[src/rtl/div_seq_32_pkg.sv]
// Shared definitions for the sequential divider: data width, iteration count,
// FSM encoding and the two's-complement helpers used by the sign-fix stage.
package div_seq_32_pkg;

    localparam int DATA_INDEX_LIMIT = 31;
    localparam int DATA_W           = DATA_INDEX_LIMIT + 1;
    localparam int DIV_ITER         = 32;
    localparam int CNT_W            = $clog2(DIV_ITER);

    typedef enum logic [1:0] {
        DIV_ST_IDLE = 2'd0,
        DIV_ST_RUN  = 2'd1,
        DIV_ST_FIX  = 2'd2,
        DIV_ST_DONE = 2'd3
    } divState_t;

    function automatic logic [DATA_INDEX_LIMIT:0] twosNeg(input logic [DATA_INDEX_LIMIT:0] x);
        return (x ^ {DATA_W{1'b1}}) + DATA_W'(1);
    endfunction

    // Magnitude of a two's-complement value; -2^31 maps to 32'h80000000 read as unsigned.
    function automatic logic [DATA_INDEX_LIMIT:0] absVal(input logic [DATA_INDEX_LIMIT:0] x);
        return x[DATA_INDEX_LIMIT] ? twosNeg(x) : x;
    endfunction

endpackage

[src/rtl/div_seq_32_rc_add_sub.sv]
// 32-bit ripple-carry adder/subtractor: SnA=1 computes A-B as A+~B+1, and CO=1
// then means A >= B (unsigned).
module div_seq_32_rc_add_sub
    import div_seq_32_pkg::*;
(
    input  logic [DATA_INDEX_LIMIT:0] A,
    input  logic [DATA_INDEX_LIMIT:0] B,
    input  logic                      SnA,
    output logic [DATA_INDEX_LIMIT:0] Y,
    output logic                      CO
);

    logic [DATA_INDEX_LIMIT:0] bEff;
    logic [DATA_W:0]           carry;

    always_comb begin
        bEff     = B ^ {DATA_W{SnA}};
        carry    = '0;
        Y        = '0;
        carry[0] = SnA;
        for (int i = 0; i < DATA_W; i++) begin
            Y[i]       = A[i] ^ bEff[i] ^ carry[i];
            carry[i+1] = (A[i] & bEff[i]) | (carry[i] & (A[i] ^ bEff[i]));
        end
        CO = carry[DATA_W];
    end

endmodule

[src/rtl/div_seq_32.sv]
// Multi-cycle restoring divider, one quotient bit per clock through one ripple
// add/sub stage. Define DIV_SIGNED_EN for two's-complement operands.
module div_seq_32
    import div_seq_32_pkg::*;
(
    input  logic                      CLK,
    input  logic                      RST,
    input  logic                      START,
    input  logic [DATA_INDEX_LIMIT:0] DVND,
    input  logic [DATA_INDEX_LIMIT:0] DVSR,
    output logic [DATA_INDEX_LIMIT:0] QUO,
    output logic [DATA_INDEX_LIMIT:0] REM,
    output logic                      BUSY,
    output logic                      DONE,
    output logic                      DIV_BY_ZERO,
    output divState_t                 stateDbg
);

    // Handshake: START is a request taken only in IDLE or DONE; once taken the
    // operation runs to completion, and DONE is a one-cycle pulse marking
    // QUO/REM/DIV_BY_ZERO valid. There is no back-pressure on the result.
    localparam logic [CNT_W-1:0] LAST_ITER = CNT_W'(DIV_ITER - 1);

    divState_t                 state;
    logic [DATA_INDEX_LIMIT:0] partRem;
    logic [DATA_INDEX_LIMIT:0] qReg;
    logic [DATA_INDEX_LIMIT:0] divisorMag;
    logic [CNT_W-1:0]          cnt;

    logic [DATA_W:0]           rShift;
    logic [DATA_INDEX_LIMIT:0] diff;
    logic                      carryOut;
    logic                      takeSub;
    logic [DATA_INDEX_LIMIT:0] dvndMag;
    logic [DATA_INDEX_LIMIT:0] dvsrMag;
    logic [DATA_INDEX_LIMIT:0] quoFix;
    logic [DATA_INDEX_LIMIT:0] remFix;

`ifdef DIV_SIGNED_EN
    logic quoNeg;
    logic remNeg;
`endif

    // partRem never needs a 33rd flop: a set shifted top bit always forces a subtract.
    assign rShift = {partRem, qReg[DATA_INDEX_LIMIT]};

    div_seq_32_rc_add_sub rcAddSub (
        .A   (rShift[DATA_INDEX_LIMIT:0]),
        .B   (divisorMag),
        .SnA (1'b1),
        .Y   (diff),
        .CO  (carryOut)
    );

    assign takeSub  = rShift[DATA_W] | carryOut;
    assign stateDbg = state;

`ifdef DIV_SIGNED_EN
    assign dvndMag = absVal(DVND);
    assign dvsrMag = absVal(DVSR);
    assign quoFix  = quoNeg ? twosNeg(qReg) : qReg;
    assign remFix  = remNeg ? twosNeg(partRem) : partRem;
`else
    assign dvndMag = DVND;
    assign dvsrMag = DVSR;
    assign quoFix  = qReg;
    assign remFix  = partRem;
`endif

    always_ff @(posedge CLK) begin
        if (!RST) begin
            state       <= DIV_ST_IDLE;
            QUO         <= '0;
            REM         <= '0;
            BUSY        <= 1'b0;
            DONE        <= 1'b0;
            DIV_BY_ZERO <= 1'b0;
            partRem     <= '0;
            qReg        <= '0;
            divisorMag  <= '0;
            cnt         <= '0;
`ifdef DIV_SIGNED_EN
            quoNeg      <= 1'b0;
            remNeg      <= 1'b0;
`endif
        end else begin
            DONE <= 1'b0;
            case (state)
                DIV_ST_IDLE, DIV_ST_DONE: begin
                    if (START) begin
                        DIV_BY_ZERO <= 1'b0;
                        partRem     <= '0;
                        qReg        <= dvndMag;
                        divisorMag  <= dvsrMag;
                        cnt         <= '0;
`ifdef DIV_SIGNED_EN
                        quoNeg      <= DVND[DATA_INDEX_LIMIT] ^ DVSR[DATA_INDEX_LIMIT];
                        remNeg      <= DVND[DATA_INDEX_LIMIT];
`endif
                        if (DVSR == '0) begin
                            QUO         <= '1;
                            REM         <= DVND;
                            DIV_BY_ZERO <= 1'b1;
                            DONE        <= 1'b1;
                            state       <= DIV_ST_DONE;
                        end else begin
                            BUSY  <= 1'b1;
                            state <= DIV_ST_RUN;
                        end
                    end else if (state == DIV_ST_DONE) begin
                        state <= DIV_ST_IDLE;
                    end
                end
                DIV_ST_RUN: begin
                    partRem <= takeSub ? diff : rShift[DATA_INDEX_LIMIT:0];
                    qReg    <= {qReg[DATA_INDEX_LIMIT-1:0], takeSub};
                    cnt     <= cnt + CNT_W'(1);
                    if (cnt == LAST_ITER) begin
                        state <= DIV_ST_FIX;
                    end
                end
                DIV_ST_FIX: begin
                    QUO   <= quoFix;
                    REM   <= remFix;
                    BUSY  <= 1'b0;
                    DONE  <= 1'b1;
                    state <= DIV_ST_DONE;
                end
                default: state <= DIV_ST_IDLE;
            endcase
        end
    end

endmodule

[config.mk]
export PLATFORM = sky130hd
export DESIGN_NAME = div_seq_32
export DESIGN_NICKNAME = d
export VERILOG_FILES = /design/src/rtl/div_seq_32_pkg.sv /design/src/rtl/div_seq_32_rc_add_sub.sv /design/src/rtl/div_seq_32.sv
export SDC_FILE = /design/constraint.sdc
export NUM_CORES = 1
export LEC_CHECK = 0
export BUFFER_PORTS_ARGS = -buffer_cell sky130_fd_sc_hd__buf_2
export CAP_MARGIN = 20
export CORE_MARGIN = 2
export CORE_UTILIZATION = 45
export CTS_CLUSTER_DIAMETER = 100
export CTS_CLUSTER_SIZE = 16
export DETAILED_ROUTE_END_ITERATION = 10
export HOLD_SLACK_MARGIN = 0.08
export PLACE_DENSITY = 0.75
export SYNTH_ARGS = -nofsm -noshare
export SYNTH_HDL_FRONTEND = slang
export SYNTH_HIERARCHICAL = 1
export SYNTH_SLANG_ARGS = --single-unit
[constraint.sdc]
create_clock -name CLK -period 15.9 [get_ports CLK]
set_input_delay 0.795 -clock CLK [delete_from_list [all_inputs] [get_ports CLK]]
set_output_delay 0.795 -clock CLK [all_outputs]
set_load 0.03 [all_outputs]
* Word level (Yosys, flattened, before mapping)
Cells that the tools add are included.
** Operators by class
- $add $sub $neg :: 1
- Reduce and logical (&&, ||, !) cells :: 10
- Multiplexer cells :: 24
- Bitwise logic cells :: 161
- Equality and inequality tests :: 9
** Operator list (number)
- 32-bit one-hot mux with 2 select lines :: 4
- 32-bit two-way mux :: 7
- 1-bit AND :: 63
- 1-bit bitwise XOR :: 63
- 1-bit bitwise OR :: 33
- 32-bit zero test :: 1
- 32-bit inverter :: 1
- 5-bit one-hot mux with 2 select lines :: 1
- 2-bit two-way mux :: 4
- 2-bit inequality test, second input constant :: 4
- 2-bit one-hot mux with 3 select lines :: 1
- 2-bit AND reduction :: 3
- 3-bit AND reduction :: 2
- 5-bit by 1-bit adder with 5-bit output, second input constant :: 1
- 5-bit equality test, second input constant :: 1
- 5-bit two-way mux :: 1
- 2-bit equality test, second input constant :: 2
- 1-bit two-way mux :: 4
- 1-bit one-hot mux with 2 select lines :: 2
- 2-bit nonzero test :: 2
- 3-bit inequality test, second input constant :: 1
- 2-bit by 1-bit equality test with 1-bit output, second input constant :: 1
- 2-bit zero test :: 1
- 2-bit OR reduction :: 1
- 1-bit inverter :: 1
** Storage, ports and cells
- Output and inout port bits :: 69
- Input port bits :: 67
- Bits in registers :: 170
- Logic and storage cells :: 215

* Longest topological paths before layout
Gate-level depths: netlist (run 1).
- Depth after elaboration :: 68
- Depth in mapped cells :: 44
- Mapped depth without buffers :: 40

* Hierarchy
The synthesis (run 1) kept the hierarchy.
** Modules (own cells, without submodules)
- div_seq_32 :: times used 1, seq. area each 3403.3 um^2, area an instance 7395.8 um^2, cells an instance 900
- div_seq_32_rc_add_sub :: times used 1, seq. area each 0.0 um^2, area an instance 1216.2 um^2, cells an instance 129

* Worst setup path after synthesis (run 1)
Ideal clock, no wire load.
- Path kind :: register to register
- From :: register qReg[31]
- To :: register partRem[1]
- Clock period less this slack :: 14.028 ns
- Library setup time :: 0.065 ns
- Required time :: 15.835 ns
- Arrival time :: 13.963 ns
- Setup slack :: 1.872 ns
- Cell stages (with the launch flop) :: 43
- Path buffers :: 2
- Cell sequence :: dfxtp_1 -> mux2i_1 -> fa_1 -> fa_1 -> fa_1 -> fa_1 -> fa_1 -> fa_1 -> fa_1 -> fa_1 -> fa_1 -> fa_1 -> fa_1 -> fa_1 -> fa_1 -> fa_1 -> fa_1 -> inv_1 -> [... 7 more ...] -> fa_1 -> fa_1 -> fa_1 -> fa_1 -> fa_1 -> fa_1 -> fa_1 -> fa_1 -> fa_1 -> inv_1 -> fa_1 -> or2_2 -> clkbuf_1 -> clkbuf_1 -> nand2_1 -> a21oi_1 -> a21oi_1 -> nor2_1
** Between the ends
- Cells in the longest elaborated chain, start to end :: 67
- Elaborated cells between the ends (all ways) :: 69
- Those cells by class :: mux (2); bitwise (67)
** Ends and longest elaborated chain
- start, declared :: RTL line div_seq_32.sv:26 : logic [DATA_INDEX_LIMIT:0] qReg;
- start signal, assigned :: RTL line div_seq_32.sv:93 : qReg <= dvndMag;
- start signal, assigned :: RTL line div_seq_32.sv:116 : qReg <= {qReg[DATA_INDEX_LIMIT-1:0], takeSub};
- 1-bit AND or 1-bit bitwise XOR (tied branches) :: RTL line div_seq_32_rc_add_sub.sv:23 : carry[i+1] = (A[i] & bEff[i]) | (carry[i] & (A[i] ^ bEff[i]));
- 1-bit bitwise OR (*) :: RTL line div_seq_32_rc_add_sub.sv:23
- 1-bit AND (*) :: RTL line div_seq_32_rc_add_sub.sv:23
- 1-bit bitwise OR (*) :: RTL line div_seq_32_rc_add_sub.sv:23
- 1-bit AND (*) :: RTL line div_seq_32_rc_add_sub.sv:23
- 1-bit bitwise OR (*) :: RTL line div_seq_32_rc_add_sub.sv:23
- 1-bit AND (*) :: RTL line div_seq_32_rc_add_sub.sv:23
- 1-bit bitwise OR (*) :: RTL line div_seq_32_rc_add_sub.sv:23
- [... 52 more ...]
- 1-bit AND (*) :: RTL line div_seq_32_rc_add_sub.sv:23
- 1-bit bitwise OR (*) :: RTL line div_seq_32_rc_add_sub.sv:23
- 1-bit AND (*) :: RTL line div_seq_32_rc_add_sub.sv:23
- 1-bit bitwise OR (*) :: RTL line div_seq_32_rc_add_sub.sv:23
- via carryOut :: RTL line div_seq_32.sv:32 : logic carryOut;
- 1-bit bitwise OR (*) :: RTL line div_seq_32.sv:55 : assign takeSub = rShift[DATA_W] | carryOut;
- 32-bit two-way mux (*) :: RTL line div_seq_32.sv:115 : partRem <= takeSub ? diff : rShift[DATA_INDEX_LIMIT:0];
- 32-bit one-hot mux with 2 select lines (*) :: RTL line div_seq_32.sv:88 : case (state)
- end signal, assigned :: RTL line div_seq_32.sv:115
- end, declared :: RTL line div_seq_32.sv:25 : logic [DATA_INDEX_LIMIT:0] partRem;
Mark *: on every way through the listed nets, which the timed path passes. The rest lies on a longest branch.
A chain may end at the register's enable or synchronous reset.

* Worst setup path after layout (run 1)
- From :: register qReg[31]
- To :: register partRem[22]
The elaborated chain is that of the path after synthesis.

==> results of run 1 <==
==> registers in the layout, indices dropped and copies added (netlist names) <==
| register | count |
|---|---|
| DONE | 1 |
| BUSY | 1 |
| cnt | 5 |
| qReg | 32 |
| partRem | 32 |
| REM | 32 |
| DIV_BY_ZERO | 1 |
| stateDbg | 2 |
| QUO | 32 |
| divisorMag | 32 |
==> per-layer routing <==
metal | part of all wire [%] | GRT usage [%]
met1 | 47 | 32.0
met2 | 45 | 34.9
met3 | 4.8 | 3.73
met4 | 2.5 | 8.81
met5 | 0 | 0
==> stage by stage <==
step | instance area, um2 | hold slack, ns | power [mW] | std cells | utilization, %
2_1_floorplan | 8610 | 0.448 | 0.898 | 1029 | -
3_3_place_gp | 9290 | 0.457 | 0.990 | 1329 | 49.5
3_5_place_dp | 9340 | 0.462 | 1.01 | 1331 | 49.8
4_1_cts | 9970 | 0.471 | 1.46 | 1363 | 53.1
5_1_grt | 10000 | 0.488 | 1.55 | 1365 | 53.4
6_report | 10000 | 0.466 | 1.46 | 1365 | 53.4
==> cell type report <==
cell class / count / area, um2
Fill cell: 1779 / 8740
Multi-Input combinational cell: 713 / 4570
Sequential cell: 170 / 3400
Timing Repair Buffer: 152 / 883
Clock buffer: 22 / 464
Tap cell: 234 / 293
Inverter: 64 / 243
Clock inverter: 10 / 166
==> worst reg2reg max path: cells and delay by family, from the launching register on <==
kind	cells	cell delay (ns)
simple gates	3	0.76
fa+ha+maj	31	12.79
buf+inv	3	0.23
flops	1	0.44
mux	1	0.14
compound gates	2	0.24
==> cell families (layout without fill, tap and decap cells) <==
kind of cell,Yosys count,in the layout,synth area share [%]
other cells,1,1,0.0435
compound gates,244,244,18.8
fa+ha+maj,36,36,7.93
mux,33,33,3.84
flops,170,170,39.5
xor+xnor,32,32,3.43
buf+inv,146,248,7.51
simple gates,367,367,18.9
==> cell usage after synthesis, drive strengths merged, types with 4 or more instances <==
library cell / n
a211oi: 64
ha: 5
mux2i: 33
inv: 64
and2: 35
clkbuf: 51
nor4: 9
nor2: 72
a221o: 32
a22oi: 4
fa: 31
xnor2: 29
nand2: 203
a21oi: 103
and3: 34
buf: 31
dfxtp: 170
o22ai: 32
==> power breakdown <==
group	internal [mW]	total (mW)	switching, mW
sequential	0.488	0.547	0.0591
combinational	0.175	0.474	0.299
clock	0.272	0.442	0.171
total	0.935	1.46	0.529
==> how the worst max path moves through the flow <==
stage | from | end | slack, ns | depth (start not counted)
final | qReg[31]$_SDFFE_PN0P_ | partRem[22]$_SDFFE_PN0P_ | 1.26 | 40
after global routing | qReg[31]$_SDFFE_PN0P_ | partRem[0]$_SDFFE_PN0P_ | 0.60 | 40
after CTS | qReg[31]$_SDFFE_PN0P_ | partRem[22]$_SDFFE_PN0P_ | 1.22 | 40
after detailed placement | qReg[31]$_SDFFE_PN0P_ | partRem[0]$_SDFFE_PN0P_ | 1.27 | 40
after global placement | qReg[31]$_SDFFE_PN0P_ | partRem[0]$_SDFFE_PN0P_ | 1.44 | 40
after floorplan | qReg[31]$_SDFFE_PN0P_ | partRem[1]$_SDFFE_PN0P_ | 1.87 | 42
==> flow_summary.toml, run 1 <==
[logic_synthesis]
synthArstFlopShare_pct = 0
synth_area_leaders = "dfxtp_1, nand2_1, fa_1"
synth-seq-cells = 170
syn_area_mm2 = 0.00861
synth_cell_type_count = 43
synth_top_area_share_pct = 39.5
synthCells = 1029
synth_top_cell_by_area = "dfxtp_1"
ys.flop_type = "dfxtp_1"
synth_edf_count = 0
synth_area_per_cell_um2 = 8.37
seq_area_frac_synth_pct = 39.5
synth_warnings = 6
synthesis.nets = 1132

[placement]
hpwlAfterDp_mm = 15.6
port_buffers = 135
gp_congestion = 0.865
dp_slack_ns = 1.27

[hold_path]
min_from = "divisorMag[20]$_SDFFE_PN0P_"
holdPathEnd = "divisorMag[20]$_SDFFE_PN0P_"
hp-class = "register to register"
hold_depth = 2

[power]
p_leak_nw = 3.82
irDropWorstVdd_v = 0.0000775
powerDensity_mw_per_mm2 = 146

[cts]
clkSlewWorstSetupHoldPaths_ns = 0.06
cts-root-buf = "clkbuf_16"
h-tree-depth = 4
cts.sinks = 170
post_cts_resized = 0
cts_tree = "built"
clock_path_buffers = 2
clk_latency_ns = 0.44
cts_hold_buf = 0
cts_made_buffers = 17
post_cts_buffers = 0

[setup_path]
regToRegSetupSlack_ns = 1.26
critPathMaxStageDelay_ns = 0.52
critPathSlowestCell = "or2_2"
worstPathArrival_ns = 15.01
cp-start-kind = "register"
reg2reg_from = "qReg[31]$_SDFFE_PN0P_"
crit_path_end_kind = "register"
reg2reg_to = "partRem[22]$_SDFFE_PN0P_"
crit_buf_inv = 3
worstSetupPathType = "register to register"
reg2reg_depth = 40
cpLargestDelayFamily = "adder cells"
cp_common_cell = "fa_1"
crit_fanout = 31
worstPathRequired_ns = 16.27

[cells_and_area]
drive_gt1_share_pct = 17.3
layout_common_cells = "nand2_1, dfxtp_1, buf_2, a21oi_1, nor2_1"
area_growth_pct = 16.4
nets = 1221
antennaDiodeCount = 0
layout_commonest_cell = "nand2_1"

[die]
die_area_mm2 = 0.0203
core_area_mm2 = 0.0188
die_x_um = 142
ios = 136
die_h_um = 142
start_util_pct = 45.9
fp-row-count = 50

[grt]
grt_max_degree = 103
grt_pass1_wl_mm = 36.4
grt_pass1_vias = 6981
grt_util_all_layers_pct = 22.7
overflow = 0
antenna_found_initial = 0

[sta]
final_max_slew_viol_count = 0
finalSetupViolations = 0
min_period_over_period_pct = 92.1
hold_violations = 0
tightestPinTransition_ns = 0.980
period_needed_ns = 14.64
setup-tns-final_ns = 0
setup_ws_ns = 1.26
rsz0062_at_grt = "no"
fmax_mhz = 68.3
slew_headroom_pct = 34.7
clock_skew_ns = 0.0117

[routing]
first_iter_violations = 557
wl_mm = 22.7
via_count = 7446
drt-pass1-iter-count = 5
ant_nets = 0
drc = 0
via_per_inst = 5.45
wl_per_cell_um = 16.6

[run_status]
outcome = "finished, final reports clean"

[flow_run]
cap_viol_max_count = 0
(Power assumes the default switching activity.)
==> run 2: changes to the inputs <==
Settings changed: ABC_AREA from default to 1, CORE_UTILIZATION 45 to 58, PLACE_DENSITY 0.75 to 0.9.
==> flow_summary.toml, run 2 <==
[run_status]
outcome = "finished, final reports clean"

[setup_path]
cp-start-kind = "register"
worstPathRequired_ns = 16.26
critPathMaxStageDelay_ns = 0.72
crit_fanout = 35
worstSetupPathType = "register to register"
crit_buf_inv = 6
cpLargestDelayFamily = "adder cells"
cp_common_cell = "fa_1"
worstPathArrival_ns = 15.60
crit_path_end_kind = "register"
critPathSlowestCell = "inv_1"

[sta]
rsz0062_at_grt = "no"
setup-tns-final_ns = 0
final_max_slew_viol_count = 0
slew_headroom_pct = 33.9
clock_skew_ns = 0.00794
tightestPinTransition_ns = 0.990
min_period_over_period_pct = 95.9
hold-worst-slack_ns = 0.472
finalSetupViolations = 0
hold_violations = 0
period_needed_ns = 15.24
fmax_mhz = 65.6

[power]
powerDensity_mw_per_mm2 = 131
irDropWorstVdd_v = 0.000106
p_leak_nw = 5.19

[grt]
antenna_found_initial = 0
grt_pass1_vias = 8316
grt_pass1_wl_mm = 39.7
grt_util_all_layers_pct = 28.1
overflow = 0
grt_max_degree = 91

[die]
die_area_mm2 = 0.0173
die_x_um = 131
start_util_pct = 59.3
core_area_mm2 = 0.0159
ios = 136
die_h_um = 131
fp-row-count = 46

[logic_synthesis]
ys_top_cells_by_count = "nand2_1, nor2_1, inv_1, dfxtp_1, a21oi_1"
synthArstFlopShare_pct = 0
synth_top_cell_by_area = "dfxtp_1"
ys.flop_type = "dfxtp_1"
synth_warnings = 6
synth-seq-cells = 170
syn_area_mm2 = 0.00942
synth_top_area_share_pct = 36.1
seq_area_frac_synth_pct = 36.1
synthMostInstantiatedCell = "nand2_1"
synthCells = 1415
synth_area_leaders = "dfxtp_1, nand2_1, nor2_1"
synth_area_per_cell_um2 = 6.66
synth_edf_count = 0
synth_cell_type_count = 25

[routing]
drc = 0
wl_per_cell_um = 14.2
wl_mm = 24.4
via_count = 9182
drt-pass1-iter-count = 5
ant_nets = 0
via_per_inst = 5.35
first_iter_violations = 1036

[cts]
cts_hold_buf = 0
cts_tree = "built"
cts_made_buffers = 17
cts-root-buf = "clkbuf_16"
clk_latency_ns = 0.44
clock_path_buffers = 2
cts.sinks = 170
post_cts_buffers = 0
post_cts_resized = 0
clkSlewWorstSetupHoldPaths_ns = 0.06
h-tree-depth = 4

[cells_and_area]
layout_common_cells = "nand2_1, nor2_1, inv_1, dfxtp_1, buf_2"
area_growth_pct = 13.2
nets = 1590
drive_gt1_share_pct = 17.1
antennaDiodeCount = 0
layout_commonest_cell = "nand2_1"

[hold_path]
hp-class = "register to register"

[flow_run]
cap_viol_max_count = 0

[placement]
hpwlAfterDp_mm = 16.9
gp_congestion = 0.929
port_buffers = 135
run 2: cell count changes after synthesis, sizes merged, moves of 31 or more:
cell / previous run / this run
nand2: 203 / 375
a31oi: 0 / 31
nor2: 72 / 217
nand3: 3 / 65
and3: 34 / 1
mux2i: 33 / 0
inv: 64 / 176
o21ai: 3 / 102
a221o: 32 / 0
a211oi: 64 / 0
o22ai: 32 / 0
and2: 35 / 0
run 2: through the flow:
step                      setup slack (ns)  power, mW  utilization, %  std cells  cell area, um2
after floorplan                       1.97      0.855               -       1419            9440
after global placement                1.09      0.940            63.2       1684           10000
after detailed placement             0.653      0.956            63.2       1684           10000
after CTS                            0.618       1.39            67.2       1716           10700
after global routing                0.0924       1.48            67.2       1716           10700
final                                0.658       1.40            67.2       1716           10700
run 2: final cells by class:
cell class,count,area [um2]
flip-flops and latches,170,3400
inverters,177,664
repair buffers,143,738
well taps,216,270
multi-input cells,978,4960
fillers,1296,5220
clock inverters,12,163
clock buffers,20,467
run 2: where the power goes:
| part | leakage (nW) | switching [mW] | internal (mW) |
|---|---|---|---|
| registers | 1.39 | 0.0524 | 0.496 |
| clock network | 0.304 | 0.179 | 0.262 |
| logic | 3.50 | 0.284 | 0.126 |
| total | 5.19 | 0.515 | 0.883 |
run 2: layer usage:
metal / track usage, % / vias up / part of all wire, %
met5: 0 / - / 0
met4: 13.3 / 0 / 3.8
met3: 4.78 / 71 / 7.6
met2: 46.6 / 422 / 47
met1: 35.7 / 4186 / 41
li1: - / 4503 / -
run 2: cell families after synthesis:
group | after synthesis | synth area share (%)
AND/OR/NAND/NOR | 693 | 31.6
buffers and inverters | 271 | 11.6
AO/OA/AOI/OAI | 244 | 13.4
flip-flops | 170 | 36.1
adder cells (fa/ha/maj) | 36 | 7.25
other | 1 | 0.0398
run 2: tightest hold or removal path, cell delays in order, from the launching register on:
cell     delay, ns
dfxtp_1       0.32
nand2_1       0.06
a21oi_1       0.05
run 2: path summary, 6_finish.rpt:
path                               from                       end  slack [ns]  cells past startpoint
setup reg to reg  qReg[31]$_SDFFE_PN0P_  partRem[10]$_SDFFE_PN0P_        0.66                     44
hold / removal      cnt[4]$_SDFFE_PN0P_       cnt[4]$_SDFFE_PN0P_        0.47                      2
hold reg to reg     cnt[4]$_SDFFE_PN0P_       cnt[4]$_SDFFE_PN0P_        0.47                      2
setup / recovery  qReg[31]$_SDFFE_PN0P_  partRem[10]$_SDFFE_PN0P_        0.66                     44
